**config.mk**
```make
export PLATFORM = sky130hd
export DESIGN_NAME = mem_arbiter
export DESIGN_NICKNAME = d
export VERILOG_FILES = /design/src/rtl/psp_mem_pkg.sv /design/src/rtl/mem_arbiter.sv
export SDC_FILE = /design/constraint.sdc
export NUM_CORES = 1
export LEC_CHECK = 0
export BUFFER_PORTS_ARGS = -buffer_cell sky130_fd_sc_hd__buf_4
export CAP_MARGIN = 20
export CORE_MARGIN = 2
export CORE_UTILIZATION = 40
export CTS_CLUSTER_SIZE = 12
export DETAILED_ROUTE_END_ITERATION = 7
export PLACE_DENSITY_LB_ADDON = 0.2
export SETUP_SLACK_MARGIN = 0.05
export SYNTH_ARGS = -nofsm -noshare
export SYNTH_HDL_FRONTEND = slang
export SYNTH_SLANG_ARGS = --single-unit
```
**constraint.sdc**
```tcl
create_clock -name clk -period 6.2 [get_ports clk]
set_input_delay 1.24 -clock clk [delete_from_list [all_inputs] [get_ports clk]]
set_output_delay 1.24 -clock clk [all_outputs]
set_load 0.01 [all_outputs]
```
**src/rtl/psp_mem_pkg.sv**
```systemverilog
// Shared types and default sizes for the instruction/data memory arbiter.
package psp_mem_pkg;

    localparam int DEF_ADDR_W  = 32;
    localparam int DEF_DATA_W  = 32;
    localparam int DEF_TIMEOUT = 255;

    typedef enum logic [1:0] {
        IDLE   = 2'd0,
        BUSY_I = 2'd1,
        BUSY_D = 2'd2,
        RESP   = 2'd3
    } state_t;

    typedef enum logic {
        GRANT_I = 1'b0,
        GRANT_D = 1'b1
    } grant_t;

endpackage

```
**src/rtl/mem_arbiter.sv**
```systemverilog
// Two-requester (fetch / data) arbiter onto one memory port, with round-robin
// tie-break on contention and a bounded wait for the memory completion.
module mem_arbiter
    import psp_mem_pkg::*;
#(
    parameter int ADDR_W  = DEF_ADDR_W,
    parameter int DATA_W  = DEF_DATA_W,
    parameter int TIMEOUT = DEF_TIMEOUT
) (
    input  logic                clk,
    input  logic                reset,
    input  logic                i_req,
    input  logic [ADDR_W-1:0]   i_addr,
    output logic [DATA_W-1:0]   i_rdata,
    output logic                i_resp,
    input  logic                d_req,
    input  logic                d_we,
    input  logic [ADDR_W-1:0]   d_addr,
    input  logic [DATA_W-1:0]   d_wdata,
    input  logic [DATA_W/8-1:0] d_wmask,
    output logic [DATA_W-1:0]   d_rdata,
    output logic                d_resp,
    output logic                m_req,
    output logic                m_we,
    output logic [ADDR_W-1:0]   m_addr,
    output logic [DATA_W-1:0]   m_wdata,
    output logic [DATA_W/8-1:0] m_wmask,
    input  logic [DATA_W-1:0]   m_rdata,
    input  logic                m_resp,
    output logic                busy,
    output logic                timeout_err
);

    localparam int CNT_W = $clog2(TIMEOUT + 1);
    localparam logic [CNT_W-1:0] CNT_LAST = CNT_W'(TIMEOUT - 1);

    state_t           state;
    grant_t           last_grant;
    logic [CNT_W-1:0] cnt;

    always_ff @(posedge clk or posedge reset) begin
        if (reset) begin
            state       <= IDLE;
            last_grant  <= GRANT_I;
            cnt         <= '0;
            i_rdata     <= '0;
            i_resp      <= 1'b0;
            d_rdata     <= '0;
            d_resp      <= 1'b0;
            m_req       <= 1'b0;
            m_we        <= 1'b0;
            m_addr      <= '0;
            m_wdata     <= '0;
            m_wmask     <= '0;
            busy        <= 1'b0;
            timeout_err <= 1'b0;
        end else begin
            i_resp      <= 1'b0;
            d_resp      <= 1'b0;
            timeout_err <= 1'b0;
            case (state)
                IDLE: begin
                    // Data wins unless it was the one served at the last contention.
                    if (d_req && (!i_req || last_grant == GRANT_I)) begin
                        state   <= BUSY_D;
                        busy    <= 1'b1;
                        m_req   <= 1'b1;
                        m_we    <= d_we;
                        m_addr  <= d_addr;
                        m_wdata <= d_wdata;
                        m_wmask <= d_wmask;
                        cnt     <= '0;
                        if (i_req) begin
                            last_grant <= GRANT_D;
                        end
                    end else if (i_req) begin
                        state   <= BUSY_I;
                        busy    <= 1'b1;
                        m_req   <= 1'b1;
                        m_we    <= 1'b0;
                        m_addr  <= i_addr;
                        m_wdata <= '0;
                        m_wmask <= '0;
                        cnt     <= '0;
                        if (d_req) begin
                            last_grant <= GRANT_I;
                        end
                    end
                end
                BUSY_I, BUSY_D: begin
                    // A completion on the final allowed cycle still counts as success.
                    if (m_resp) begin
                        m_req <= 1'b0;
                        state <= RESP;
                        if (state == BUSY_D) begin
                            d_rdata <= m_rdata;
                            d_resp  <= 1'b1;
                        end else begin
                            i_rdata <= m_rdata;
                            i_resp  <= 1'b1;
                        end
                    end else if (cnt == CNT_LAST) begin
                        m_req       <= 1'b0;
                        state       <= RESP;
                        timeout_err <= 1'b1;
                        if (state == BUSY_D) begin
                            d_rdata <= '0;
                            d_resp  <= 1'b1;
                        end else begin
                            i_rdata <= '0;
                            i_resp  <= 1'b1;
                        end
                    end else begin
                        cnt <= cnt + 1'b1;
                    end
                end
                RESP: begin
                    state <= IDLE;
                    busy  <= 1'b0;
                end
                default: begin
                    state <= IDLE;
                    busy  <= 1'b0;
                    m_req <= 1'b0;
                end
            endcase
        end
    end

endmodule

```
==> results of run 1 <==
## flip-flops by register name, indices dropped and copies added (netlist names), 2 cells and up
| register | count |
|---|---|
| state | 2 |
| m_wmask | 4 |
| m_wdata | 32 |
| d_rdata | 32 |
| m_addr | 32 |
| cnt | 8 |
| i_rdata | 32 |
## worst paths after layout
check                           depth (start not counted)                       to  slack (ns)             startpoint
worst max register to register                          6       cnt[1]$_DFFE_PP0P_        3.41   state[0]$_DFFE_PP0P_
max in group asynchronous                               3   m_wdata[8]$_DFFE_PP0P_        3.93                  reset
worst max-delay path                                    5       cnt[1]$_DFFE_PP0P_        3.36                  i_req
worst min-delay path                                    2    m_addr[1]$_DFFE_PP0P_        0.49  m_addr[1]$_DFFE_PP0P_
min in group asynchronous                               2  m_wdata[26]$_DFFE_PP0P_        0.95                  reset
worst min register to register                          2    m_addr[1]$_DFFE_PP0P_        0.49  m_addr[1]$_DFFE_PP0P_
## layout make-up
| class | count | share of cell area, % |
|---|---|---|
| flip-flops and latches | 149 | 42.49 |
| well taps | 184 | 2.623 |
| inverters | 8 | 0.3992 |
| multi-input cells | 271 | 23.55 |
| repair buffers | 281 | 24.04 |
| clock inverters | 15 | 2.053 |
| clock buffers | 17 | 4.847 |
## per-layer routing
layer	part of all wire, %	GRT usage, %	vias to the layer above
met4	2.1	8.339	0
met2	47	33.30	217
li1	-	-	2248
met1	41	26.53	2311
met3	10	8.333	27
met5	0	0	-
## logic make-up after synthesis
| kind of cell | Yosys count | share of synthesized area [%] |
|---|---|---|
| flops | 149 | 61.60 |
| buf+inv | 44 | 4.485 |
| compound gates | 158 | 20.44 |
| mux | 37 | 6.222 |
| simple gates | 69 | 5.871 |
| fa+ha+maj | 6 | 1.240 |
| xor+xnor | 1 | 0.1447 |
## per-stage QoR
stage               worst slack (ns)  cells
detailed placement             2.886    893
global route                   3.144    925
global placement               2.943    893
floorplan                     0.9520    464
CTS                            3.339    925
finish                         3.362    925
## where the power goes
group	total, mW	leakage [nW]	switching [mW]	internal, mW
clock	1.05	0.295	0.413	0.636
sequential	1.64	1.89	0.254	1.39
combinational	1.88	2.33	0.930	0.945
total	4.57	4.52	1.60	2.97
## synthesized netlist by cell type, types with 2 or more instances
master    instances  area share [%]
dfrtp_1         149              62
a22o_1          102              15
nand2_1          41             2.5
o21ai_0          37             3.1
mux2i_1          35             5.8
buf_2            14             1.2
buf_6             9             1.7
clkbuf_1          8            0.50
inv_1             8            0.50
ha_1              6             1.2
nand3_1           5            0.41
a21oi_1           4            0.33
nor2_1            3            0.19
buf_4             2            0.25
clkbuf_2          2            0.17
nand3_2           2            0.33
nor3_1            2            0.17
o211ai_1          2            0.25
o21ai_1           2            0.17
o221ai_1          2            0.29
or3_1             2            0.21
## worst min-delay path: cells and delay by family, from the launching register on
kind / cells / cell delay, ns
flip-flops: 1 / 0.34
AO/OA/AOI/OAI: 1 / 0.06
AND/OR/NAND/NOR: 1 / 0.05
==> flow_summary.json, run 1 <==
{
  "worst_setup_path_start_kind": "input pin",
  "synth_edf_count": 0,
  "post-route-drc-count": 0,
  "setup_viol": 0,
  "report.final.slew_viol_count": 0,
  "antenna_found_initial": 0,
  "initial_core_util_pct": 41.34,
  "synth_warnings": 0,
  "antenna_cells": 0,
  "fin_skew_ns": 0.007724,
  "synthCells": 464,
  "ctsHtreeMaxLevel": 4,
  "placed_area_mm2": 0.008170,
  "crit_chain": "buf_4 > or3b_1 > nand2_4 > o21ai_2 > mux2_4",
  "cts_sinks": 149,
  "cts_tree": "built",
  "antenna_left": 0,
  "ctsLongestPathBuffers": 2,
  "cpPeakStageDelay_ns": 0.72,
  "arrival_ns": 3.14,
  "cp_slowest_cell": "nand2_4",
  "syn_area_per_cell_um2": 13.05,
  "yosysUniqueCellTypes": 48,
  "final_hold_viol_count": 0,
  "postCtsSetupBuffers": 0,
  "hold_path_class": "flop to flop",
  "multiInputGateArea_mm2": 0.002067,
  "fin_tns_setup_ns": 0,
  "post-route-period-util_pct": 45.78,
  "ctsResizeCount": 0,
  "power.density_mw_per_mm2": 520.3,
  "nFillCells": 1172,
  "synthesis.area_mm2": 0.006053,
  "cts_buffers": 17,
  "final_core_util_pct": 59.93,
  "total_power_mw": 4.566,
  "drt_first_iter_violations": 244,
  "vdd_drop_max_mv": 0.2817,
  "via_per_inst": 5.192,
  "clk_latency_ns": 0.42,
  "max_freq_ghz": 0.3523,
  "die_h_um": 127.0,
  "syn-num-nets": 608,
  "portBuffers": 275,
  "hold_ws_ns": 0.4853,
  "rows": 44,
  "status": "complete, no violations",
  "path_max_fanout": 103,
  "firstDrtPassIters": 4,
  "drive_gt1_share_pct": 43.86,
  "leakage_nw": 4.516,
  "clkTransAtPathRegs_ns": 0.06,
  "gr-total-overflow": 0,
  "cts.hold.buffers_added": 0,
  "worstMarginPinSlew_ns": 0.9745,
  "cp_data_required_time_ns": 6.50,
  "core_area_mm2": 0.01464,
  "layout_commonest_cell": "buf_4",
  "ios": 276,
  "cp.buffers_inverters": 1,
  "synth-async-reset-ratio_pct": 100.0,
  "final_nets": 872,
  "design_area_mm2": 0.008776,
  "endpoint_kind": "flop",
  "hpwl_um": 11820,
  "wire_per_inst_um": 18.30,
  "maxCapViolations": 0,
  "grt_pass1_wl_um": 26590,
  "syn_to_final_growth_pct": 44.98,
  "ys_seq_area_share_pct": 61.60,
  "regArea_mm2": 0.003729,
  "criticalPathCategory": "input pin to flop",
  "yosys_most_used_dff": "dfrtp_1",
  "rsz0062_at_grt": "false",
  "slew_headroom_pct": 35.03,
  "grtUsageTotal_pct": 21.20,
  "dieWidth_um": 127.0,
  "crit_family": "simple AND/OR/NAND/NOR gates",
  "die-area_mm2": 0.01613,
  "wl_um": 16930,
  "place_congestion": 0.7723,
  "cts-root-buf": "clkbuf_16",
  "first_global_vias": 4860,
  "mostFrequentLayoutCells": "281 x buf_4, 149 x dfrtp_1, 102 x a22o_1, 41 x nand2_1, 37 x o21ai_0",
  "grt_max_degree": 104,
  "synth-seq-cells": 149,
  "dr_total_vias": 4803,
  "min_period_ns": 2.838
}
Power figures use the tool's default switching activity.
==> run 2, diff against run 1 <==
==> constraint.sdc (replaced) <==
create_clock -name clk -period 2.6 [get_ports clk]
set_input_delay 0.52 -clock clk [delete_from_list [all_inputs] [get_ports clk]]
set_output_delay 0.52 -clock clk [all_outputs]
set_load 0.01 [all_outputs]
==> run 2 against run 1 <==
  * Utilization up 0.70 points
  * Hold slack got worse by 0.24 ns
  * Combinational power up 150%
  * First-iteration DRC count up 4.9%
  * Critical path depth up 1
  * Largest power group unchanged
  * Highest routed layer unchanged
==> flow_summary.json, run 2 (synthesized netlist as in run 1, its figures left out) <==
{
  "wl_um": 16800,
  "ctsHtreeMaxLevel": 4,
  "leakage_nw": 4.566,
  "pwr-share-seq_pct": 35.4,
  "layout_commonest_cell": "buf_4",
  "hold_path_class": "input pin to asynchronous set/reset pin",
  "worstMarginPinSlew_ns": 0.7487,
  "cp_data_required_time_ns": 2.95,
  "setup_viol": 0,
  "fin_skew_ns": 0.008189,
  "grt_max_degree": 71,
  "dr_total_vias": 4869,
  "clk_latency_ns": 0.42,
  "grtUsageTotal_pct": 21.31,
  "dieWidth_um": 127.0,
  "r2r_slack_ns": 0.55,
  "power.switching_mw": 3.800,
  "antenna_found_initial": 0,
  "via_per_inst": 5.207,
  "fin_tns_setup_ns": 0,
  "rr_worst_depth": 6,
  "initial_core_util_pct": 41.34,
  "ctsLongestPathBuffers": 2,
  "ios": 276,
  "place_ws_ns": 0.5480,
  "report.final.slew_viol_count": 0,
  "gr-total-overflow": 0,
  "vdd_drop_max_mv": 0.7760,
  "path_max_fanout": 10,
  "drt_first_iter_violations": 256,
  "rsz0062_at_grt": "false",
  "antenna_left": 0,
  "worst_setup_path_start_kind": "flop",
  "power.density_mw_per_mm2": 1241,
  "cts.hold.buffers_added": 0,
  "place_congestion": 0.8075,
  "portBuffers": 275,
  "switching_share_pct": 34.48,
  "mostFrequentLayoutCells": "289 x buf_4, 149 x dfrtp_1, 102 x a22o_1, 41 x nand2_1, 37 x o21ai_0",
  "cts-root-buf": "clkbuf_16",
  "cts_buffers": 17,
  "endpoint_kind": "flop",
  "hpwl_um": 12350,
  "antenna_cells": 0,
  "postCtsSetupBuffers": 0,
  "ctsResizeCount": 0,
  "power.share.combinational_pct": 41.8,
  "p_clk_share_pct": 22.8,
  "maxCapViolations": 0,
  "r2r_end": "cnt[4]$_DFFE_PP0P_",
  "die-area_mm2": 0.01613,
  "post-route-period-util_pct": 78.93,
  "final_hold_viol_count": 0,
  "wire_per_inst_um": 17.97,
  "status": "complete, no violations",
  "max_freq_ghz": 0.4873,
  "post-route-drc-count": 0,
  "min_period_ns": 2.052,
  "firstDrtPassIters": 4,
  "reg2reg_from": "state[1]$_DFFE_PP0P_",
  "first_global_vias": 5106,
  "setup.worst_path.start": "state[1]$_DFFE_PP0P_",
  "cts_tree": "built",
  "clkTransAtPathRegs_ns": 0.06,
  "grt_pass1_wl_um": 26850,
  "setup_ws_ns": 0.5478,
  "slew_headroom_pct": 50.08,
  "criticalPathCategory": "flop to flop",
  "arrival_ns": 2.41,
  "core_area_mm2": 0.01464,
  "nFillCells": 1210,
  "die_h_um": 127.0,
  "syn_to_final_growth_pct": 46.67,
  "cts_sinks": 149,
  "drive_gt1_share_pct": 44.34,
  "intPower_mw": 7.221,
  "final_nets": 882,
  "rows": 44
}
## run 2: cell count changes in the layout (fill, tap and decap cells not counted), moves of 2 or more
| cell | previous run | this run |
|---|---|---|
| buf_12 | 0 | 2 |
| buf_4 | 281 | 289 |
| clkbuf_1 | 0 | 2 |
| clkbuf_8 | 0 | 2 |
| clkinv_2 | 4 | 2 |
| clkinv_4 | 3 | 1 |
| clkinvlp_4 | 2 | 4 |
## run 2: metal layers
| layer | part of all wire (%) | track usage, % | up-vias |
|---|---|---|---|
| li1 | - | - | 2256 |
| met1 | 40 | 25.63 | 2371 |
| met2 | 49 | 36.05 | 216 |
| met3 | 8.5 | 6.533 | 26 |
| met4 | 2.3 | 8.339 | 0 |
| met5 | 0 | 0 | - |
## run 2: worst max-delay path, cell delays in order, from the launching register on
cell	delay, ns
dfrtp_1	0.40
inv_1	0.08
ha_1	0.45
and2b_1	0.28
o21ai_1	0.18
or4_1	0.50
nand3_1	0.10
## run 2: final cells by class
cell class              count  area, µm²  area share, %
flip-flops and latches    149       3729          42.00
repair buffers            291       2210          24.89
multi-input cells         271       2067          23.28
clock buffers              21      460.4          5.186
well taps                 184      230.2          2.593
clock inverters            11      148.9          1.677
inverters                   8      33.78         0.3805
## run 2: power by group through the flow
| stage | registers (mW) | clock network [mW] | logic (mW) |
|---|---|---|---|
| floorplan | 4.27 | 0 | 2.16 |
| global placement | 3.89 | 0 | 4.55 |
| detailed placement | 3.91 | 0 | 4.69 |
| CTS | 3.90 | 2.56 | 4.68 |
| global route | 4.03 | 2.68 | 5.02 |
| finish | 3.90 | 2.51 | 4.61 |
## run 2: per-stage QoR
stage | hold WS [ns] | std cells | util, % | total power, mW | instance area, µm²
final | 0.2447 | 935 | 60.63 | 11.02 | 8879
after global routing | 0.2979 | 935 | 60.63 | 11.72 | 8879
after CTS | 0.2619 | 935 | 60.63 | 11.15 | 8879
after detailed placement | 0.4714 | 903 | 56.47 | 8.602 | 8269
after global placement | 0.4671 | 903 | 56.47 | 8.444 | 8269
after floorplan | 0.4405 | 464 | - | 6.423 | 6057
## run 2: worst max path at each step
| stage | endpoint | slack (ns) | depth (start not counted) |
|---|---|---|---|
| CTS | cnt[7]$_DFFE_PP0P_ | 0.53 | 6 |
| finish | cnt[4]$_DFFE_PP0P_ | 0.55 | 6 |
| global route | cnt[7]$_DFFE_PP0P_ | 0.41 | 6 |
| floorplan | busy$_DFFE_PP0P_ | 0.21 | 1 |
| global placement | m_addr[24]$_DFFE_PP0P_ | 0.64 | 5 |
| detailed placement | cnt[7]$_DFFE_PP0P_ | 0.55 | 6 |
